### config.mk
export PLATFORM = sky130hd
export DESIGN_NAME = cpu_bus_master
export DESIGN_NICKNAME = d
export VERILOG_FILES = /design/src/rtl/cpu_bus_master.sv
export SDC_FILE = /design/constraint.sdc
export NUM_CORES = 1
export LEC_CHECK = 0
export BUFFER_PORTS_ARGS = -buffer_cell sky130_fd_sc_hd__buf_2
export CORE_MARGIN = 5
export CORE_UTILIZATION = 53
export CTS_BUF_LIST = sky130_fd_sc_hd__clkbuf_16
export CTS_CLUSTER_SIZE = 8
export DETAILED_ROUTE_END_ITERATION = 6
export GPL_ROUTABILITY_DRIVEN = 0
export HOLD_SLACK_MARGIN = 0.1
export PLACE_DENSITY = 0.77
export SLEW_MARGIN = 20
export SYNTH_ARGS = -nofsm -noshare
export SYNTH_HDL_FRONTEND = slang
export SYNTH_SLANG_ARGS = --single-unit
### constraint.sdc
create_clock -name clk -period 2.1 [get_ports clk]
set_input_delay 0.42 -clock clk [delete_from_list [all_inputs] [get_ports clk]]
set_output_delay 0.42 -clock clk [all_outputs]
set_load 0.05 [all_outputs]
### src/rtl/cpu_bus_master.sv
// cpu_bus_master: stands in for the NES console CPU on the cartridge bus.
// It runs M2 continuously and turns a valid/ready request interface into
// 6502-style bus cycles: single writes, or read bursts at incrementing
// addresses. Read data from the mapper comes back as one rsp_valid pulse
// per beat.
//
// Optional feature macro: CPU_BM_OPENBUS_EN
//   defined   : an undriven read returns the last byte seen on the data bus
//   undefined : an undriven read returns FF
module cpu_bus_master #(
  parameter int LO_CYC = 14,
  parameter int HI_CYC = 16
) (
  input  logic        clk,
  input  logic        rst,
  input  logic        req_valid,
  output logic        req_ready,
  input  logic        req_rw,
  input  logic [15:0] req_addr,
  input  logic [7:0]  req_wdata,
  input  logic [7:0]  req_len,
  output logic        rsp_valid,
  output logic [7:0]  rsp_data,
  output logic        busy,
  output logic        bus_m2,
  output logic [15:0] bus_addr,
  output logic        bus_rw,
  output logic [7:0]  bus_dout,
  output logic        bus_doe,
  input  logic [7:0]  bus_din,
  input  logic        bus_din_oe
);

  localparam int PERIOD = LO_CYC + HI_CYC;
  localparam int PH_W   = $clog2(PERIOD);

  // Phase values at which registered outputs are prepared for the next clk.
  localparam logic [PH_W-1:0] LAST_PH     = PH_W'(PERIOD - 1);
  localparam logic [PH_W-1:0] PRE_LAST_PH = PH_W'(PERIOD - 2);
  localparam logic [PH_W-1:0] PRE_HI_PH   = PH_W'(LO_CYC - 1);

  typedef enum logic [1:0] {
    S_IDLE,
    S_RD,
    S_WR
  } state_t;

  state_t          state;
  logic [PH_W-1:0] ph;
  logic [7:0]      beat;
  logic [7:0]      len_q;
  logic [7:0]      cap_data;

`ifdef CPU_BM_OPENBUS_EN
  // Last byte driven on the data bus by either side; floats back on reads.
  logic [7:0] open_bus;
`endif

  // Byte captured at the end of a read cycle, with open-bus substitution.
  always_comb begin
`ifdef CPU_BM_OPENBUS_EN
    cap_data = bus_din_oe ? bus_din : open_bus;
`else
    cap_data = bus_din_oe ? bus_din : 8'hFF;
`endif
  end

  // Phase counter, M2 generation, bus cycle sequencing and request handshake.
  // NOTE: asynchronous reset puts every output at its idle value at once,
  // without waiting for a clock edge, so a mid-burst reset drops the bus
  // cleanly.
  always_ff @(posedge clk or posedge rst) begin
    if (rst) begin
      state     <= S_IDLE;
      ph        <= '0;
      beat      <= '0;
      len_q     <= '0;
      req_ready <= 1'b0;
      rsp_valid <= 1'b0;
      rsp_data  <= 8'h00;
      busy      <= 1'b0;
      bus_m2    <= 1'b0;
      bus_addr  <= 16'h0000;
      bus_rw    <= 1'b1;
      bus_dout  <= 8'h00;
      bus_doe   <= 1'b0;
`ifdef CPU_BM_OPENBUS_EN
      open_bus  <= 8'h00;
`endif
    end else begin
      // NOTE: all state here uses non-blocking assignments so every test of
      // ph/state/beat below sees the values from before this edge.
      rsp_valid <= 1'b0;
      req_ready <= 1'b0;

      if (ph == LAST_PH) begin
        ph <= '0;
      end else begin
        ph <= ph + 1'b1;
      end

      // Rising M2 half; the master drives data only while M2 is high in a write.
      if (ph == PRE_HI_PH) begin
        bus_m2  <= 1'b1;
        bus_doe <= (state == S_WR);
      end

      // Ready is offered for the boundary clk whenever the current cycle is
      // the last one of the running request.
      if (ph == PRE_LAST_PH) begin
        req_ready <= (state != S_RD) || (beat == len_q);
      end

      // Cycle boundary: finish the current cycle and set up the next one.
      if (ph == LAST_PH) begin
        bus_m2  <= 1'b0;
        bus_doe <= 1'b0;

        if (state == S_RD) begin
          rsp_valid <= 1'b1;
          rsp_data  <= cap_data;
`ifdef CPU_BM_OPENBUS_EN
          open_bus  <= cap_data;
`endif
        end
`ifdef CPU_BM_OPENBUS_EN
        if (state == S_WR) begin
          open_bus <= bus_dout;
        end
`endif

        if (state == S_RD && beat != len_q) begin
          // Next beat of the burst; 16-bit address wraps naturally.
          beat     <= beat + 8'd1;
          bus_addr <= bus_addr + 16'd1;
        end else if (req_ready && req_valid) begin
          state    <= req_rw ? S_RD : S_WR;
          bus_addr <= req_addr;
          bus_rw   <= req_rw;
          if (!req_rw) begin
            bus_dout <= req_wdata;
          end
          len_q    <= req_len;
          beat     <= 8'd0;
          busy     <= 1'b1;
        end else begin
          // Dummy read cycle at the last address.
          state  <= S_IDLE;
          bus_rw <= 1'b1;
          busy   <= 1'b0;
        end
      end
    end
  end

endmodule

==> impl_metrics.yaml <==
outcome:
  outcome: "finished, final reports clean"
worst_setup_path:
  max_stage_delay_ns: 0.41
  crit_path_cell_trace: "inv_1 -> ha_1 -> and4_2 -> nand3_2 -> nor3_4 -> mux2_2"
  critical_path_required_ns: 2.31
  cp.arrival_ns: 2.16
  worstSetupEndpointType: "flip-flop"
  critical_path_class: "reg2reg"
  critical_path.startpoint: "ph[1]$_DFF_PP0_"
  timing.critical_path.slowest_stage_cell: "nor3_4"
  r2r.worst_path.cells: 6
  worst_setup_path_start_kind: "flip-flop"
  worst-r2r-setup-slack_ns: 0.15
  largest_fanout_on_the_critical_path: 9
  timing.rr.start: "ph[1]$_DFF_PP0_"
run:
  max-cap-violations: 0
drt:
  drt_first_iter_violations: 171
  ant_nets: 0
  post-route-drc-count: 0
  number_of_search_and_repair_iterations_in_the_first_detailed_routing_pass: 4
  detailroute.via_count: 2601
  post_drt_wl_per_cell_um: 15.92
  vias_per_cell: 5.606
  drt-total-wl_um: 7385
global_route:
  maximum_number_of_pins_on_one_net_before_global_route_repair: 42
  grt_pass1_wl_um: 12760
  grt_util_all_layers_pct: 21.65
  overflow_after_grt: 0
  grt_pass1_vias: 2780
  antenna_found_initial: 0
die:
  row_count: 28
  core-area_um2: 5816
  horiz_die_dim_um: 86.81
  floorplan.initialDensity_pct: 53.77
  top_ports: 83
  die_area_um2: 7536
  die_ht_um: 86.81
clock_network:
  tritoncts_sink_count: 61
  number_of_buffers_created_by_cts: 9
  cts-root-buf: "clkbuf_16"
  cts_hold_buf: 0
  clk_pin_slew_ns: 0.05
  clkLatencyLatePin_ns: 0.33
  cts_tree: "yes"
  cts.path.max_buffers: 2
  ctsHtreeMaxLevel: 3
sta:
  rsz0062_at_grt: "false"
  timing_hold_violations_final: 0
  timing.fmax_ghz: 0.5122
  tightest_slew_ns: 0.4726
  worst_hold_slack_ns: 0.1042
  final_period_minus_worst_setup_slack_ns: 1.952
  drv_slew: 0
  setup_viol: 0
  fin_worst_skew_ns: 0.009604
  min_period_over_period_pct: 92.97
  final.setup.tns_ns: 0
  final.setup.worst_slack_ns: 0.1476
  relSlewSlack_pct: 68.45
synthesis:
  synth_edf_count: 0
  syn_avg_cell_area_um2: 10.64
  synthDistinctLibCells: 48
  synth.top_cells.by_count: "60 x dfrtp_1, 23 x inv_1, 20 x nor2_1"
  synth_most_common_cell: "dfrtp_1"
  post-synth-top-area-fraction_pct: 48.02
  synthCells: 294
  synth-async-reset-ratio_pct: 100.0
  synth_fp_nets: 344
  synthesis.area_um2: 3127
  synth-seq-area-share_pct: 48.86
  synth_area_leaders: "dfrtp_1 48%, mux2_2 6.8%, mux2i_1 5.4%"
  synth.largest_area_cell: "dfrtp_1"
  number_of_warning_messages_in_the_yosys_log: 0
  synth_top_flop_cell: "dfrtp_1"
  count_of_state_elements_after_synthesis: 61
power_and_ir_drop:
  power_leakage_nw: 1.914
  design_power_total_mw: 3.154
  power-per-cell-area_nw_per_um2: 791.4
  ir_worst_vdd_uv: 590.7
placed_design:
  detailed_place_hpwl_um: 5306
  dp_worst_setup_slack_ns: 0.09540
  port_buffers: 82
hold_path:
  min_path_type: "in2async"
cells_and_area:
  antenna_cells: 0
  final_nets: 434
  area_growth_pct: 27.45
  layout_cell_share_with_drive_strength_beyond_1_pct: 36.76
-- registers in the layout, indices dropped and copies added (netlist names) --
name / count
bus_addr: 16
beat: 8
bus_dout: 8
len_q: 8
rsp_data: 8
ph: 5
state: 2
bus_doe: 1
bus_m2: 1
bus_rw: 1
busy: 1
req_ready: 1
rsp_valid: 1
-- critical path, delay by kind of cell (launching register included) --
kind / cells / cell delay (ns)
adders and majority gates: 1 / 0.17
buffers and inverters: 1 / 0.08
DFF: 1 / 0.39
muxes: 1 / 0.38
and+or+nand+nor: 3 / 0.80
-- worst paths after layout --
path                                                 to
worst max-delay path            bus_dout[1]$_DFFE_PP0P_
worst min-delay path                rsp_valid$_DFF_PP0_
worst max register to register  bus_dout[1]$_DFFE_PP0P_
worst min register to register         busy$_DFFE_PP0P_
max in group asynchronous       bus_addr[1]$_DFFE_PP0P_
min in group clk                bus_dout[7]$_DFFE_PP0P_
-- routing by layer --
layer	part of all wire, %	track usage, %
met1	42	26.59
met2	48	35.61
met3	7.8	6.749
met4	1.6	8.215
met5	0	0
-- report_power, final --
group / total [mW] / internal (mW) / switching (mW)
registers: 1.26 / 1.22 / 0.0410
clock network: 1.56 / 1.03 / 0.531
logic: 0.330 / 0.114 / 0.216
total: 3.15 / 2.37 / 0.789
-- cell families after synthesis --
group                      Yosys count  share of synthesized area (%)
AOI/OAI and AO/OA                   61                          14.13
xor gates and xnor gates            11                          3.081
adders and majority gates            5                          2.001
buffers and inverters               38                          5.962
DFF                                 61                          48.86
muxes                               36                          12.28
and+or+nand+nor                     82                          13.69
-- cells in the final DEF, fill, tap and decap left out, drive strengths merged, types with 5 or more instances in the layout --
cell type,n
a22oi,10
a31oi,8
and3,9
buf,94
clkbuf,9
dfrtp,60
ha,5
inv,24
mux2,19
mux2i,17
nand2,15
nand3,10
nand4,6
nor2,21
nor3,9
o21ai,7
o22ai,16
xnor2,9
-- stage by stage --
| stage | std cells | util (%) | cell area (um^2) |
|---|---|---|---|
| 2_1_floorplan | 294 | - | 3129 |
| 3_3_place_gp | 448 | 62.95 | 3661 |
| 4_1_cts | 464 | 68.40 | 3978 |
| 5_1_grt | 464 | 68.52 | 3985 |
| 3_5_place_dp | 448 | 62.95 | 3661 |
| 6_report | 464 | 68.52 | 3985 |
-- repair_timing --
| action | 4_1_cts | 5_1_grt |
|---|---|---|
| resized for setup | 0 | 3 |
| endpoints found under the setup margin | 0 | 4 |
| buffers inserted | 0 | 0 |
-- area by class of cell --
type,instances,area [um^2]
Tap cell,75,93.84
Clock buffer,9,225.2
Fill cell,458,1831
Inverter,23,86.33
Clock inverter,7,91.34
Multi-Input combinational cell,195,1416
Timing Repair Buffer,94,541.8
Sequential cell,61,1530
No activity file was read; power rests on OpenSTA's default activity.
